[src/rtl/instr_fetch_unit_pkg.sv]
// Shared types and constants for the instruction fetch unit.
// The fetch entry pairs an instruction with the word address it came from.
package instr_fetch_unit_pkg;

  localparam int IFU_ADDR_W = 5;
  localparam int IFU_DATA_W = 32;

  typedef enum logic [1:0] {
    ST_FETCH = 2'd0,
    ST_WAIT  = 2'd1,
    ST_STOP  = 2'd2
  } ifu_state_e;

  typedef struct packed {
    logic [IFU_DATA_W-1:0] instr;
    logic [IFU_ADDR_W-1:0] pc;
  } fetch_entry_t;

endpackage

[src/rtl/instr_fetch_unit_prefetch_fifo.sv]
// Small synchronous FIFO holding prefetched words; flush empties it in one cycle.
// The head is forced to zero while empty so stale storage never leaks out.
module prefetch_fifo #(
  parameter int DEPTH = 2,
  parameter int WIDTH = 37,
  localparam int PTR_W = (DEPTH > 1) ? $clog2(DEPTH) : 1,
  localparam int CNT_W = $clog2(DEPTH) + 1
) (
  input  logic             clk,
  input  logic             rst,
  input  logic             push,
  input  logic [WIDTH-1:0] push_data,
  input  logic             pop,
  input  logic             flush,
  output logic [CNT_W-1:0] count,
  output logic             head_valid,
  output logic [WIDTH-1:0] head_data
);

  logic [WIDTH-1:0] r_mem [DEPTH];
  logic [PTR_W-1:0] r_wr_ptr;
  logic [PTR_W-1:0] r_rd_ptr;
  logic [CNT_W-1:0] r_count;
  logic             w_do_push;
  logic             w_do_pop;

  assign w_do_push  = push & ~flush;
  assign w_do_pop   = pop & (r_count != '0) & ~flush;
  assign count      = r_count;
  assign head_valid = (r_count != '0);
  assign head_data  = head_valid ? r_mem[r_rd_ptr] : '0;

  always_ff @(posedge clk) begin
    if (rst || flush) begin
      r_wr_ptr <= '0;
      r_rd_ptr <= '0;
      r_count  <= '0;
    end else begin
      if (w_do_push) r_wr_ptr <= r_wr_ptr + 1'b1;
      if (w_do_pop)  r_rd_ptr <= r_rd_ptr + 1'b1;
      r_count <= r_count + CNT_W'(w_do_push) - CNT_W'(w_do_pop);
    end
  end

  always_ff @(posedge clk) begin
    if (w_do_push && !rst) r_mem[r_wr_ptr] <= push_data;
  end

endmodule

[src/rtl/instr_fetch_unit.sv]
// Fetch initiator: one outstanding read at a time, words land in the prefetch FIFO.
// Redirects flush the FIFO; a response owed to a cancelled request is dropped via r_discard.
module instr_fetch_unit
  import instr_fetch_unit_pkg::*;
#(
  parameter int ADDR_W     = IFU_ADDR_W,
  parameter int DATA_W     = IFU_DATA_W,
  parameter int RESET_PC   = 0,
  parameter int LAST_PC    = 4,
  parameter int FIFO_DEPTH = 2
) (
  input  logic              clk,
  input  logic              rst,
  output logic              imem_req,
  output logic [ADDR_W-1:0] imem_addr,
  input  logic              imem_valid,
  input  logic [DATA_W-1:0] imem_instr,
  input  logic              redirect_valid,
  input  logic [ADDR_W-1:0] redirect_pc,
  output logic              dec_valid,
  output logic [DATA_W-1:0] dec_instr,
  output logic [ADDR_W-1:0] dec_pc,
  input  logic              dec_ready,
  output logic              done
);

  localparam logic [ADDR_W-1:0] RESET_A = ADDR_W'(RESET_PC);
  localparam logic [ADDR_W-1:0] LAST_A  = ADDR_W'(LAST_PC);
  localparam int ENTRY_W = DATA_W + ADDR_W;
  localparam int CNT_W   = $clog2(FIFO_DEPTH) + 1;

  ifu_state_e        r_state, w_state_nxt;
  logic [ADDR_W-1:0] r_pc, w_pc_nxt;
  logic [ADDR_W-1:0] r_req_pc, w_req_pc_nxt;
  logic              r_discard, w_discard_nxt;
  logic              r_imem_req, w_req_nxt;
  logic [ADDR_W-1:0] r_imem_addr, w_addr_nxt;
  logic              r_done, w_done_nxt;
  logic              w_push, w_pop;
  logic [CNT_W-1:0]  w_count, w_count_nxt;
  logic [ENTRY_W-1:0] w_head;

  assign w_pop       = dec_valid & dec_ready;
  assign w_count_nxt = w_count + CNT_W'(w_push) - CNT_W'(w_pop);
  assign w_done_nxt  = (w_state_nxt == ST_STOP) && (w_count_nxt == '0);

  // Next-state and request decision; any redirect overrides the normal flow.
  always_comb begin
    w_state_nxt   = r_state;
    w_pc_nxt      = r_pc;
    w_req_pc_nxt  = r_req_pc;
    w_discard_nxt = r_discard;
    w_req_nxt     = 1'b0;
    w_addr_nxt    = r_imem_addr;
    w_push        = 1'b0;
    case (r_state)
      ST_FETCH: begin
        // A stale response owed from before a reset must drain before we issue again.
        if (r_discard && imem_valid) w_discard_nxt = 1'b0;
        else                         w_discard_nxt = r_discard;
        if (redirect_valid) begin
          w_pc_nxt = redirect_pc;
        end else if (!r_discard && (w_count < CNT_W'(FIFO_DEPTH))) begin
          w_req_nxt    = 1'b1;
          w_addr_nxt   = r_pc;
          w_req_pc_nxt = r_pc;
          w_state_nxt  = ST_WAIT;
        end else begin
          w_state_nxt = ST_FETCH;
        end
      end
      ST_WAIT: begin
        if (imem_valid) begin
          if (redirect_valid) begin
            w_pc_nxt      = redirect_pc;
            w_discard_nxt = 1'b0;
            w_state_nxt   = ST_FETCH;
          end else if (r_discard) begin
            w_discard_nxt = 1'b0;
            w_state_nxt   = ST_FETCH;
          end else begin
            w_push = 1'b1;
            if (r_req_pc == LAST_A) begin
              w_state_nxt = ST_STOP;
            end else begin
              w_pc_nxt    = r_req_pc + 1'b1;
              w_state_nxt = ST_FETCH;
            end
          end
        end else if (redirect_valid) begin
          w_pc_nxt      = redirect_pc;
          w_discard_nxt = 1'b1;
        end else begin
          w_state_nxt = ST_WAIT;
        end
      end
      ST_STOP: begin
        if (redirect_valid) begin
          w_pc_nxt    = redirect_pc;
          w_state_nxt = ST_FETCH;
        end else begin
          w_state_nxt = ST_STOP;
        end
      end
      default: w_state_nxt = ST_FETCH;
    endcase
  end

  // State and registered outputs; a reset mid-request remembers that a response is still owed.
  always_ff @(posedge clk) begin
    if (rst) begin
      r_state     <= ST_FETCH;
      r_pc        <= RESET_A;
      r_req_pc    <= '0;
      r_discard   <= ((r_state == ST_WAIT) || r_discard) && !imem_valid;
      r_imem_req  <= 1'b0;
      r_imem_addr <= '0;
      r_done      <= 1'b0;
    end else begin
      r_state     <= w_state_nxt;
      r_pc        <= w_pc_nxt;
      r_req_pc    <= w_req_pc_nxt;
      r_discard   <= w_discard_nxt;
      r_imem_req  <= w_req_nxt;
      r_imem_addr <= w_addr_nxt;
      r_done      <= w_done_nxt;
    end
  end

  prefetch_fifo #(
    .DEPTH(FIFO_DEPTH),
    .WIDTH(ENTRY_W)
  ) u_fifo (
    .clk       (clk),
    .rst       (rst),
    .push      (w_push),
    .push_data ({imem_instr, r_req_pc}),
    .pop       (w_pop),
    .flush     (redirect_valid),
    .count     (w_count),
    .head_valid(dec_valid),
    .head_data (w_head)
  );

  assign imem_req  = r_imem_req;
  assign imem_addr = r_imem_addr;
  assign dec_instr = w_head[ENTRY_W-1:ADDR_W];
  assign dec_pc    = w_head[ADDR_W-1:0];
  assign done      = r_done;

endmodule
[config.mk]
export PLATFORM = sky130hd
export DESIGN_NAME = instr_fetch_unit
export DESIGN_NICKNAME = d
export VERILOG_FILES = /design/src/rtl/instr_fetch_unit_pkg.sv /design/src/rtl/instr_fetch_unit_prefetch_fifo.sv /design/src/rtl/instr_fetch_unit.sv
export SDC_FILE = /design/constraint.sdc
export NUM_CORES = 1
export LEC_CHECK = 0
export ABC_AREA = 1
export BUFFER_PORTS_ARGS = -buffer_cell sky130_fd_sc_hd__buf_4
export CORE_MARGIN = 2
export CORE_UTILIZATION = 35
export DETAILED_ROUTE_END_ITERATION = 8
export PLACE_DENSITY = 0.58
export REMOVE_ABC_BUFFERS = 1
export SYNTH_ARGS = -nofsm -noshare
export SYNTH_HDL_FRONTEND = slang
export SYNTH_SLANG_ARGS = --single-unit
[constraint.sdc]
create_clock -name clk -period 5.4 [get_ports clk]
set_clock_uncertainty 0.2 [all_clocks]
set_input_delay 0.54 -clock clk [delete_from_list [all_inputs] [get_ports clk]]
set_output_delay 0.54 -clock clk [all_outputs]
set_load 0.01 [all_outputs]
# Word-level counts from Yosys, hierarchy flattened
# Memory sizes are Yosys's and may differ from the RTL's. A register that Yosys moved wholly into a read port is not among the register bits.
# Cells that the tools add are included.
[word_totals]
output_inout_bits = 45
n_memories = 1
reg_bits = 19
ramBits = 74
in_bits = 42
wordCells = 82
[op_classes]
mux = 30
n_reduce_logical = 20
n_eq_ne = 8
order_cmp = 1
n_addsub = 7
bitwise = 6
[memory_table]
columns = ["memory", "words", "word_bits", "rd", "rd_clocked_by_memory_dff", "write_ports", "line", "rtl"]
rows = [
  ["u_fifo.r_mem", 2, 37, 1, 1, 1, "instr_fetch_unit_prefetch_fifo.sv:20", "logic [WIDTH-1:0] r_mem [DEPTH];"],
]
[op_table]
columns = ["cell", "n"]
rows = [
  ["$mux W37", 1],
  ["$mux W5", 5],
  ["$mux W1", 14],
  ["$mux W2", 7],
  ["$ne A4 B4 Y1 const B", 3],
  ["$pmux W5 S2", 1],
  ["$reduce_and A3 Y1", 3],
  ["$pmux W2 S3", 1],
  ["$add A5 B1 Y5 const B", 1],
  ["$eq A5 B3 Y1 const B", 1],
  ["$logic_and A1 B1 Y1", 5],
  ["$add A2 B1 Y2", 2],
  ["$and A1 B1 Y1", 4],
  ["$eq A2 B2 Y1 const B", 2],
  ["$logic_not A2 Y1", 2],
  ["$reduce_bool A2 Y1", 2],
  ["$sub A2 B1 Y2", 2],
  ["$logic_not A1 Y1", 3],
  ["$ne A3 B3 Y1 const B", 1],
  ["$reduce_bool A3 Y1", 1],
  ["$reduce_or A3 Y1", 1],
  ["$add A1 B1 Y1 const B", 2],
  ["$eq A2 B1 Y1 const B", 1],
  ["$logic_or A1 B1 Y1", 2],
  ["4 further kinds", 5],
]

# Longest topological paths before layout
# Gate-level depths: netlist (run 1).
[depth]
word_depth = 8
ltp_mapped = 11
depth_no_buf = 11

# By module
# A second synthesis (run 1) with hierarchy kept.
[hier_totals]
cells_unflattened = 367
area_unflattened_um2 = 4070.2
[by_module_without_submodules]
columns = ["module", "seq_area_each_um2", "cells_each", "instances", "area_per_inst_um2"]
rows = [
  ["prefetch_fifo", 2322.2, 238, 1, 3138.0],
  ["instr_fetch_unit", 310.3, 129, 1, 932.1],
]

# Worst setup path before layout (run 1)
# OpenSTA, ideal clock, no wires.
[synth_path]
path_type = "input-to-reg"
start = "in redirect_valid"
end = "mem u_fifo.r_mem[0][0] (enable)"
cell_stages = 4
setup_time_ns = 0.477
slack_ns = 1.181
required_time_ns = 4.723
n_path_buf = 1
arrival_ns = 3.542
cell_sequence = "buf_8 > nor3_4 > nand2_2 > nor3_1"
[synth_via]
elab_chain_len = 7
word_cells_on_any_way = 8
classes_between = "mux: 5; bitwise: 2; reduce/logical: 1"
[synth_rtl]
columns = ["element", "line", "rtl"]
rows = [
  ["from (decl)", "instr_fetch_unit.sv:18", "input logic redirect_valid,"],
  ["$mux W1", "instr_fetch_unit.sv:74", "if (redirect_valid) begin"],
  ["$mux W1", "instr_fetch_unit.sv:73", "if (imem_valid) begin"],
  ["$mux W1", "instr_fetch_unit.sv:56", "case (r_state)"],
  ["$and A1 B1 Y1 (*)", "instr_fetch_unit_prefetch_fifo.sv:27", "assign w_do_push = push & ~flush;"],
  ["$logic_and A1 B1 Y1 (*)", "instr_fetch_unit_prefetch_fifo.sv:46", "if (w_do_push && !rst) r_mem[r_wr_ptr] <= push_data;"],
  ["$mux W1 (*)", "instr_fetch_unit_prefetch_fifo.sv:46", ""],
  ["$mux W1 (implied by the code) (*)", "instr_fetch_unit_prefetch_fifo.sv:46", ""],
  ["to (decl)", "instr_fetch_unit_prefetch_fifo.sv:20", ""],
]
# Every way passes the cells marked *; elsewhere a longest branch is shown, timed or not.

# Worst setup path in the final report (run 1)
[layout_path]
start = "reg u_fifo.r_count[1], in the netlist u_fifo.count[1]"
end = "reg u_fifo.r_count[1], in the netlist u_fifo.count[1]"
[layout_via]
elab_chain_len = 5
word_cells_on_any_way = 6
classes_between = "add/sub: 2; bitwise: 3; reduce/logical: 1"
[layout_rtl]
columns = ["element", "line", "rtl"]
rows = [
  ["from (decl)", "instr_fetch_unit_prefetch_fifo.sv:23", "logic [CNT_W-1:0] r_count;"],
  ["from (signal assigned)", "instr_fetch_unit_prefetch_fifo.sv:41", "r_count <= r_count + CNT_W'(w_do_push) - CNT_W'(w_do_pop);"],
  ["$reduce_bool A2 Y1 (*)", "instr_fetch_unit_prefetch_fifo.sv:28, instr_fetch_unit_prefetch_fifo.sv:30", ""],
  ["$and A1 B1 Y1", "instr_fetch_unit.sv:43", "assign w_pop = dec_valid & dec_ready;"],
  ["$and A1 B1 Y1 (*) (2 in a row)", "instr_fetch_unit_prefetch_fifo.sv:28", "assign w_do_pop = pop & (r_count != '0) & ~flush;"],
  ["via u_fifo.w_do_pop", "instr_fetch_unit_prefetch_fifo.sv:25", "logic w_do_pop;"],
  ["$sub A2 B1 Y2 (*)", "instr_fetch_unit_prefetch_fifo.sv:41", ""],
]
# Mark *: on every way through the listed nets, which the timed path passes. The rest lies on a longest branch.
# A chain may end at the register's enable or synchronous reset.

==> metrics.txt, run 1 <==
outcome complete, no violations; Rows 38; CTS max path bufs 2; drt pass-1 iters 4; period utilization 0.528; Hold Buf Count CTS 0; CTS root buffer clkbuf_8; most frequent cell after synthesis nand2_1; via count between 2000 and 3000; ys flop type edfxtp_1; placed cells around 570; GRT overflow 0; final hold vios 0; pwr/cell area 289 nW/µm²; max-slew violations 0; hold_sp imem_instr[17]; CP max stage delay about 0.74 ns; Worst EP arrival just under 3 ns; Cells after Synth roughly 350; Tmin final 2.85 ns; cts repair resizes 0; maximum VDD drop ~0.12 mV; Mapped Avg Cell Area ~11 µm²; Final nets roughly 480; Max Cap Viol 0; initial antenna violation count 0; Die H 109 µm; post-CTS setup buffers 0; crit-path cells nor2_4 > inv_1 > nand2_1 > nor2_1 > ha_1 > inv_1 > ha_1 > xnor2_1 > or2_2 > a21oi_1; CTS H-tree lvls 3; relative slew slack 0.382; WHS Path Cells 1; WL/cell approximately 14 µm; Sw Share 0.217; Flop pwr share 0.574; critical path type reg2reg; number of synthesized flops with an enable pin 75; Seq/Total Area, Yosys 0.680; synth cell count leaders nand2_1, edfxtp_1, a21oi_1, inv_1, dfxtp_1; Die W ~110 µm; Power Internal ~1100 µW; PortBufs 86; CP max FO 38; clock slew at reported path FFs around 0.09 ns; die area around 12000 µm²; fillcell total 1028; DRC errors left 0; leak pwr 0.00198 µW; Layout Area Growth over Synthesis 25.7%; gpl congestion a little over 0.8; vias per std cell about 4.7; CTS tree yes; clk_lat worst skew roughly 0.35 ns; RSZ-0062 raised after global routing false; Yosys Warn Count 0; Cell variety after synth 29; Hold Worst Slack between 0.15 and 0.2 ns; Non-Filler Instances 581; fmax approximately 350 MHz; # diodes 0; largest cells by area after synthesis edfxtp_1, dfxtp_1, nand2_1, a21oi_1, inv_1; post-synth top area share 0.582; Initial DRC Count around 130; Slew @ Worst Pin 0.924 ns; CP required ~5.5 ns; CP Buf/Inv Count 2; CTS buffer count 9; Core ar. about 11000 µm²; CP top delay family simple AND/OR/NAND/NOR gates; Final HPWL DP 5310 µm; synthesized area approximately 3900 µm²; share of cells above drive strength 1 0.283; Worst R2R Start u_fifo.count[1]$_SDFF_PP0_; final wirelength a little over 8000 µm; path depth of the worst reg2reg path 10; Post-DRT Antenna Nets 0; hold endpoint u_fifo.r_mem[1][22]$_DFFE_PP_; Setup-failing EPs final 0; starting density of the core 0.358; clock power share 0.358; CP Capture Type register; vias in the first global route ~2600; R2R Setup Slk 2.55 ns; largest net degree at the start of global routing 39; critical path's slowest cell nor2_4; first-pass GRT wire length 12800 µm; Yosys top cell by area edfxtp_1; Worst Setup Start Kind register; Clock Sinks 94; GRT Overall Usage 0.143; worst hold path class in2reg; # IOs 87; Psw 305 µW; flops & latches, synth 94; setup total negative slack 0 ns; Combinational Power Share 0.067; asr flop ratio synth 0; RR Endpoint u_fifo.count[1]$_SDFF_PP0_
power groups by stage:
stage               logic [µW]  registers [µW]  clock network [µW]
floorplan                 41.9             823                   0
global placement          94.5             824                   0
detailed placement        95.7             825                   0
CTS                       96.2             808                 518
global route               106             810                 541
finish                    94.8             808                 504
sequential cells by signal, indices dropped and copies added (netlist names), named ones only:
signal and flops:
u_fifo.count 2, r_discard 1, u_fifo.r_mem 74, imem_req 1, r_state 2, done 1, imem_addr 5, r_pc 5
u_fifo.r_rd_ptr 1, u_fifo.r_wr_ptr 1
per-stage QoR:
step	utilization	setup WS, ns	power [µW]	cell area, µm²
final	0.451	2.55	1410	4860
after global routing	0.451	2.30	1460	4860
after CTS	0.451	2.51	1420	4860
after detailed placement	0.430	2.55	921	4650
after global placement	0.430	2.68	919	4650
after floorplan	-	1.26	865	3780
cell type report:
cell class                      count  area [µm²]  share of cell area
Sequential cell                    94        2630               0.541
Multi-Input combinational cell    213        1060               0.218
Timing Repair Buffer               89         668               0.137
Tap cell                          140         175              0.0360
Clock buffer                        9         124              0.0255
Inverter                           29         109              0.0224
Clock inverter                      7        95.1              0.0195
layout by cell type, fill, tap and decap left out, types with 6 or more instances in the layout:
cell type  count
nand3_1        8
o21ai_0        8
buf_4         89
dfxtp_1       19
nand2_1       97
inv_1         26
nor2_1        11
a21oi_1       53
edfxtp_1      75
ha_1           6
clkbuf_8       9
routing by layer:
metal  up-vias  routed length [µm]  GRT usage
met5         -                   0          0
li1       1362                   -          -
met1      1248                3690      0.193
met3         8                 630     0.0347
met4         0                  87     0.0549
met2        89                3790      0.223
worst max-delay path by stage:
stage | startpoint | endpoint | slack, ns | cells past startpoint
6_report | u_fifo.count[1]$_SDFF_PP0_ | u_fifo.count[1]$_SDFF_PP0_ | 2.55 | 10
5_1_grt | u_fifo.count[1]$_SDFF_PP0_ | u_fifo.count[1]$_SDFF_PP0_ | 2.30 | 10
4_1_cts | u_fifo.count[1]$_SDFF_PP0_ | u_fifo.count[1]$_SDFF_PP0_ | 2.51 | 10
3_5_place_dp | u_fifo.count[1]$_SDFF_PP0_ | u_fifo.count[1]$_SDFF_PP0_ | 2.55 | 10
3_3_place_gp | u_fifo.count[1]$_SDFF_PP0_ | u_fifo.count[1]$_SDFF_PP0_ | 2.68 | 10
2_1_floorplan | imem_valid | u_fifo.r_mem[0][0]$_DFFE_PP_ | 1.26 | 4
cells by family after synthesis:
family | Yosys count | synth area share
AND/OR/NAND/NOR | 135 | 0.148
flip-flops | 94 | 0.680
AO/OA/AOI/OAI | 69 | 0.0954
buffers and inverters | 44 | 0.0498
adder cells (fa/ha/maj) | 6 | 0.0194
XOR/XNOR | 3 | 0.00679
Power figures use the tool's default switching activity.
==> run 2, diff against run 1 <==
ABC_AREA = 0   (was 1)
clock period = 2.9 ns   (was 5.4 ns; I/O delays follow)
==> run 2 against run 1 <==
Against the previous run: die area about the same; worst setup slack lost 2.3 ns; critical endpoint is now done$_SDFF_PP0_; fmax is 8.0% higher; sequential power increased by 83%; largest cell class unchanged; final cell count is 6.7% lower; synthesized cell count is 21% lower; utilization increased by 3.6 points.
==> metrics.txt, run 2 <==
Yosys Warn Count 0; critical path's slowest cell edfxtp_1; Yosys top cell by area edfxtp_1; most common cell after layout, fill and taps aside buf_4; outcome complete, no violations; Layout Area Growth over Synthesis 35.6%; clock power share 0.356; CP Capture Type register; Cell variety after synth 37; PortBufs 86; Initial DRC Count 115; largest net degree at the start of global routing 38; Rows 38; flops & latches, synth between 90 and 100; worst hold path class in2reg; Combinational Power Share 0.075; GRT Overall Usage 0.130; leak pwr slightly below 0.002 µW; CTS buffer count 9; CTS max path bufs 2; Top reg by flops u_fifo.r_mem; Flop pwr share 0.568; Final HPWL DP 4710 µm; Seq/Total Area, Yosys 0.680; fmax ~380 MHz; CP required approximately 3.0 ns; post-CTS setup buffers 0; maximum VDD drop between 0.3 and 0.4 mV; largest cells by area after synthesis edfxtp_1, mux2i_1, dfxtp_1, nor2_1, ha_1; post-route cell area 5250 µm²; relative slew slack 0.534; Max Cap Viol 0; synth cell count leaders edfxtp_1, nor2_1, mux2i_1, dfxtp_1; CTS root buffer clkbuf_8; met2 Usage GRT 0.215; DRC errors left 0; fillcell total roughly 970; die area 11900 µm²; Power Internal 2070 µW; Cells after Synth approximately 280; period utilization 0.910; Worst EP arrival 2.71 ns; GRT Max-Usage Layer met2; final wirelength 7570 µm; final hold vios 0; RSZ-0062 raised after global routing false; met3 GRT Util 0.0281; # diodes 0; Post-DRT Antenna Nets 0; most frequent cell after synthesis edfxtp_1; WL/cell between 10 and 15 µm; Psw about 540 µW; CTS tree yes; synthesized area a little under 4000 µm²; Worst Setup Start Kind register; starting density of the core 0.359; Die H between 100 and 150 µm; Design Power around 2600 µW; clock slew at reported path FFs ~0.090 ns; pwr/cell area roughly 500 nW/µm²; Clock Sinks 94; Sw Share 0.207; clk_lat worst skew 0.34 ns; max-slew violations 0; most frequent cells in the layout buf_4, edfxtp_1, nor2_1; setup total negative slack 0 ns; # IOs slightly below 90; first-pass GRT wire length 11800 µm; Slew @ Worst Pin ~0.69 ns; CP max FO 4; Mapped Avg Cell Area roughly 14 µm²; max FFs per register between 70 and 80; Core ar. 10800 µm²; Tmin final approximately 2.6 ns; initial antenna violation count 0; Setup-failing EPs final 0; GRT overflow 0; gpl congestion 0.827; via count ~2500; post-synth top area share 0.582; critical path type reg2reg; placed cells approximately 500; Non-Filler Instances about 540; Final nets 445; share of cells above drive strength 1 0.303; number of synthesized flops with an enable pin 75; vias in the first global route between 2000 and 2500; Die W 109 µm; CP max stage delay roughly 0.42 ns; placed cell areas 4710 µm²; asr flop ratio synth 0; drt pass-1 iters 4; met1 GRT Util 0.167; vias per std cell about 4.6; Hold Worst Slack approximately 0.052 ns; crit-path cells or2_4 > or3_4 > ha_1 > inv_1 > ha_1 > xnor2_1 > xnor2_1 > or4_1 > nor3_2; ys flop type edfxtp_1; CTS H-tree lvls 3
==> run 2: cell type report <==
type,instances,area [µm²],area share
well taps,140,175,0.0334
clock buffers,9,124,0.0236
multi-input cells,161,1160,0.221
flip-flops and latches,94,2630,0.502
inverters,8,30.0,0.00572
clock inverters,7,96.3,0.0184
repair buffers,123,1030,0.196
==> run 2: through the flow <==
stage               utilization  worst slack, ns
finish                    0.486            0.262
global route              0.486            0.133
CTS                       0.486            0.248
detailed placement        0.436            0.284
global placement          0.436            0.327
floorplan                     -            -1.60
==> run 2: timing repair <==
item                      in CTS  in global routing
gates resized for setup        0                  0
hold endpoints to repair      64                  0
hold buffers                  32                  0
==> run 2: kinds of logic (layout without fill, tap and decap cells) <==
kind of cell,Yosys count,in the layout,share of synthesized area
flops,94,94,0.680
simple gates,85,85,0.107
mux,43,43,0.111
buf+inv,22,147,0.0246
compound gates,18,18,0.0372
xor+xnor,9,9,0.0204
fa+ha+maj,6,6,0.0194
==> run 2: critical path, delay by kind of cell, from the launching register on <==
family                   cells  cell delay, ns
buffers and inverters        1            0.03
adder cells (fa/ha/maj)      2            0.47
AND/OR/NAND/NOR              4            1.19
flip-flops                   1            0.42
XOR/XNOR                     2            0.26
==> run 2: power by group through the flow <==
stage | Sequential, µW | Clock [µW] | Combinational (µW)
global route | 1490 | 1010 | 218
detailed placement | 1520 | 0 | 164
floorplan | 1520 | 0 | 67.2
finish | 1480 | 931 | 196
global placement | 1520 | 0 | 161
CTS | 1490 | 962 | 199
==> run 2: final timing paths <==
check,start,end,slack (ns),cells past startpoint
max,r_discard$_DFFE_PP_,done$_SDFF_PP0_,0.26,9
max reg2reg,r_discard$_DFFE_PP_,done$_SDFF_PP0_,0.26,9
min reg2reg,r_pc[3]$_SDFFE_PP0P_,imem_addr[3]$_SDFFE_PP0P_,0.30,2
min,redirect_pc[2],r_pc[2]$_SDFFE_PP0P_,0.05,3
==> run 2: routing by layer <==
layer	wire, µm	vias up
met1	3370	1179
li1	-	1234
met5	0	-
met2	3670	73
met3	421	11
met4	114	0
==> run 3, diff against run 2 <==
ABC_AREA = not set   (was 0)
REMOVE_ABC_BUFFERS = not set   (was 1)
SYNTH_HIERARCHICAL = 1   (was not set)
==> run 3 against run 2 <==
Against the previous run: die area increased by 1.1%; critical path type unchanged; synthesized cell count down 1.4%; routed wire length rose by 0.18%; critical path depth fell by 1; highest routed layer unchanged; sequential cell count unchanged; critical endpoint is now u_fifo/count[1]$_SDFF_PP0_; sequential power hardly changed; final area fell by 0.36%; combinational power decreased by 12%; final cell count fell by 0.37%.
==> metrics.txt, run 3 <==
outcome complete, no violations; clock slew at reported path FFs 0.09 ns; CP max FO 9; Layout Area Growth over Synthesis 33.5%; via count 2500; Rows 38; relative slew slack 0.659; cts repair resizes 0; share of cells above drive strength 1 0.298; number of synthesized flops with an enable pin 75; RR Endpoint u_fifo/count[1]$_SDFF_PP0_; CTS H-tree lvls 3; leak pwr slightly below 0.002 µW; pwr/cell area between 400 and 500 nW/µm²; R2R Setup Slk 0.48 ns; Design Power between 2000 and 2500 µW; Worst R2R Start r_state[0]$_SDFF_PP0_; PortBufs 86; Finished Core Util 0.480; most frequent cells in the layout buf_4, edfxtp_1, nor2_1; final hold vios 0; path depth of the worst reg2reg path 8; flops & latches, synth 94; GRT overflow 0; most common cell after layout, fill and taps aside buf_4; syn_nets between 300 and 400; gpl congestion 0.849; final wirelength about 7600 µm; Yosys top cell by area edfxtp_1; vias in the first global route approximately 2400; beginning of the critical path r_state[0]$_SDFF_PP0_; Seq/Total Area, Yosys 0.672; # diodes 0; maximum VDD drop 0.212 mV; CP required between 2 and 3 ns; first-pass GRT wire length 11800 µm; # IOs between 80 and 90; max FFs per register 74; CTS buffer count 9; drt pass-1 iters 4; CTS tree yes; vias per std cell 4.63; Setup-failing EPs final 0; synthesized area 3920 µm²; placed cells roughly 490; RSZ-0062 raised after global routing false; CTS root buffer clkbuf_8; worst hold path class in2reg; largest cells by area after synthesis edfxtp_1, mux2i_1, dfxtp_1, nor2_1, ha_1; Max Cap Viol 0; Core ar. about 11000 µm²; Yosys Warn Count 6; crit path to u_fifo/count[1]$_SDFF_PP0_; fillcell total 970; setup total negative slack 0 ns; largest net degree at the start of global routing 38; Non-Filler Instances 540; DRC errors left 0; asr flop ratio synth 0; Final nets about 440; Initial DRC Count roughly 120; period utilization 0.836; ys flop type edfxtp_1; Worst Setup Start Kind register; critical path type reg2reg; Slew @ Worst Pin between 0.5 and 0.6 ns; Tmin final ~2.4 ns; Final HPWL DP between 4000 and 5000 µm; Clock Sinks 94; CTS max path bufs 2; Post-DRT Antenna Nets 0; fmax a little over 400 MHz; starting density of the core 0.360; most frequent cell after synthesis edfxtp_1; Cell variety after synth 45; Die H 110 µm; max-slew violations 0; initial antenna violation count 0; Cells after Synth around 270; Top reg by flops u_fifo/r_mem; Worst EP arrival about 2.5 ns; Die W 110 µm; die area ~12000 µm²; synth cell count leaders edfxtp_1, nor2_1, mux2i_1, dfxtp_1, inv_1; post-synth top area share 0.575; GRT Overall Usage 0.131; CP Capture Type register; WL/cell 14.1 µm; clk_lat worst skew 0.36 ns; Mapped Avg Cell Area between 10 and 15 µm²
==> run 3: worst min path at each step <==
stage	slack, ns	cells past startpoint	startpoint	end
after floorplan	0.16	1	rst	r_state[1]$_SDFF_PP0_
after global placement	0.27	2	r_pc[2]$_SDFFE_PP0P_	imem_addr[2]$_SDFFE_PP0P_
after detailed placement	0.28	1	imem_instr[2]	u_fifo/r_mem[1][7]$_DFFE_PP_
after CTS	0.01	3	redirect_pc[3]	r_pc[3]$_SDFFE_PP0P_
after global routing	0.03	3	redirect_pc[3]	r_pc[3]$_SDFFE_PP0P_
final	0.03	3	redirect_pc[3]	r_pc[3]$_SDFFE_PP0P_
==> run 3: cells by family after synthesis <==
family                   Yosys count  synth area share
flip-flops                        94             0.672
XOR/XNOR                           7            0.0192
AO/OA/AOI/OAI                     20            0.0396
multiplexers                      44             0.113
AND/OR/NAND/NOR                   83             0.103
buffers and inverters             19            0.0342
adder cells (fa/ha/maj)            6            0.0192
==> run 3: through the flow <==
step	area (µm²)	setup WS [ns]	hold WS, ns
global placement	4740	0.550	0.274
floorplan	3940	0.115	0.159
CTS	5230	0.478	0.0105
finish	5230	0.476	0.0320
global route	5230	0.203	0.0316
detailed placement	4740	0.497	0.278
==> run 3: layout make-up <==
type                       instances  area [µm²]  share of cell area
tap                              140         175              0.0335
sequential                        94        2630               0.504
clock inverter                     6        46.3             0.00885
clock buffer                      10         128              0.0244
timing repair buffer             123        1040               0.199
multi-input combinational        160        1180               0.226
inverter                           7        26.3             0.00502
==> run 3: report_power, final <==
| part | internal (µW) | leakage (µW) | switching [µW] |
|---|---|---|---|
| logic | 100 | 0.00103 | 71.2 |
| clock network | 318 | 0.0000833 | 445 |
| registers | 1470 | 0.000820 | 13.9 |
| total | 1890 | 0.00193 | 531 |
==> run 3: metal layers <==
metal	up-vias	GRT usage	wire (µm)
met3	10	0.0237	352
met5	-	0	0
met4	0	0.0597	111
met1	1191	0.175	3510
met2	62	0.208	3620
li1	1237	-	-
==> run 3: timing repair <==
| item | in CTS | in global routing |
|---|---|---|
| setup buffers | 0 | 0 |
| endpoints found under the hold margin | 64 | 0 |
| hold buffers | 32 | 0 |
==> run 3: worst max-delay path, cell delays in order (launching register included) <==
cell and delay (ns):
dfxtp_1 0.45, nand2_1 0.19, nor3_1 0.41, nand2b_1 0.25, ha_1 0.33, inv_1 0.06
ha_1 0.14, xnor3_1 0.22, nor3_2 0.10
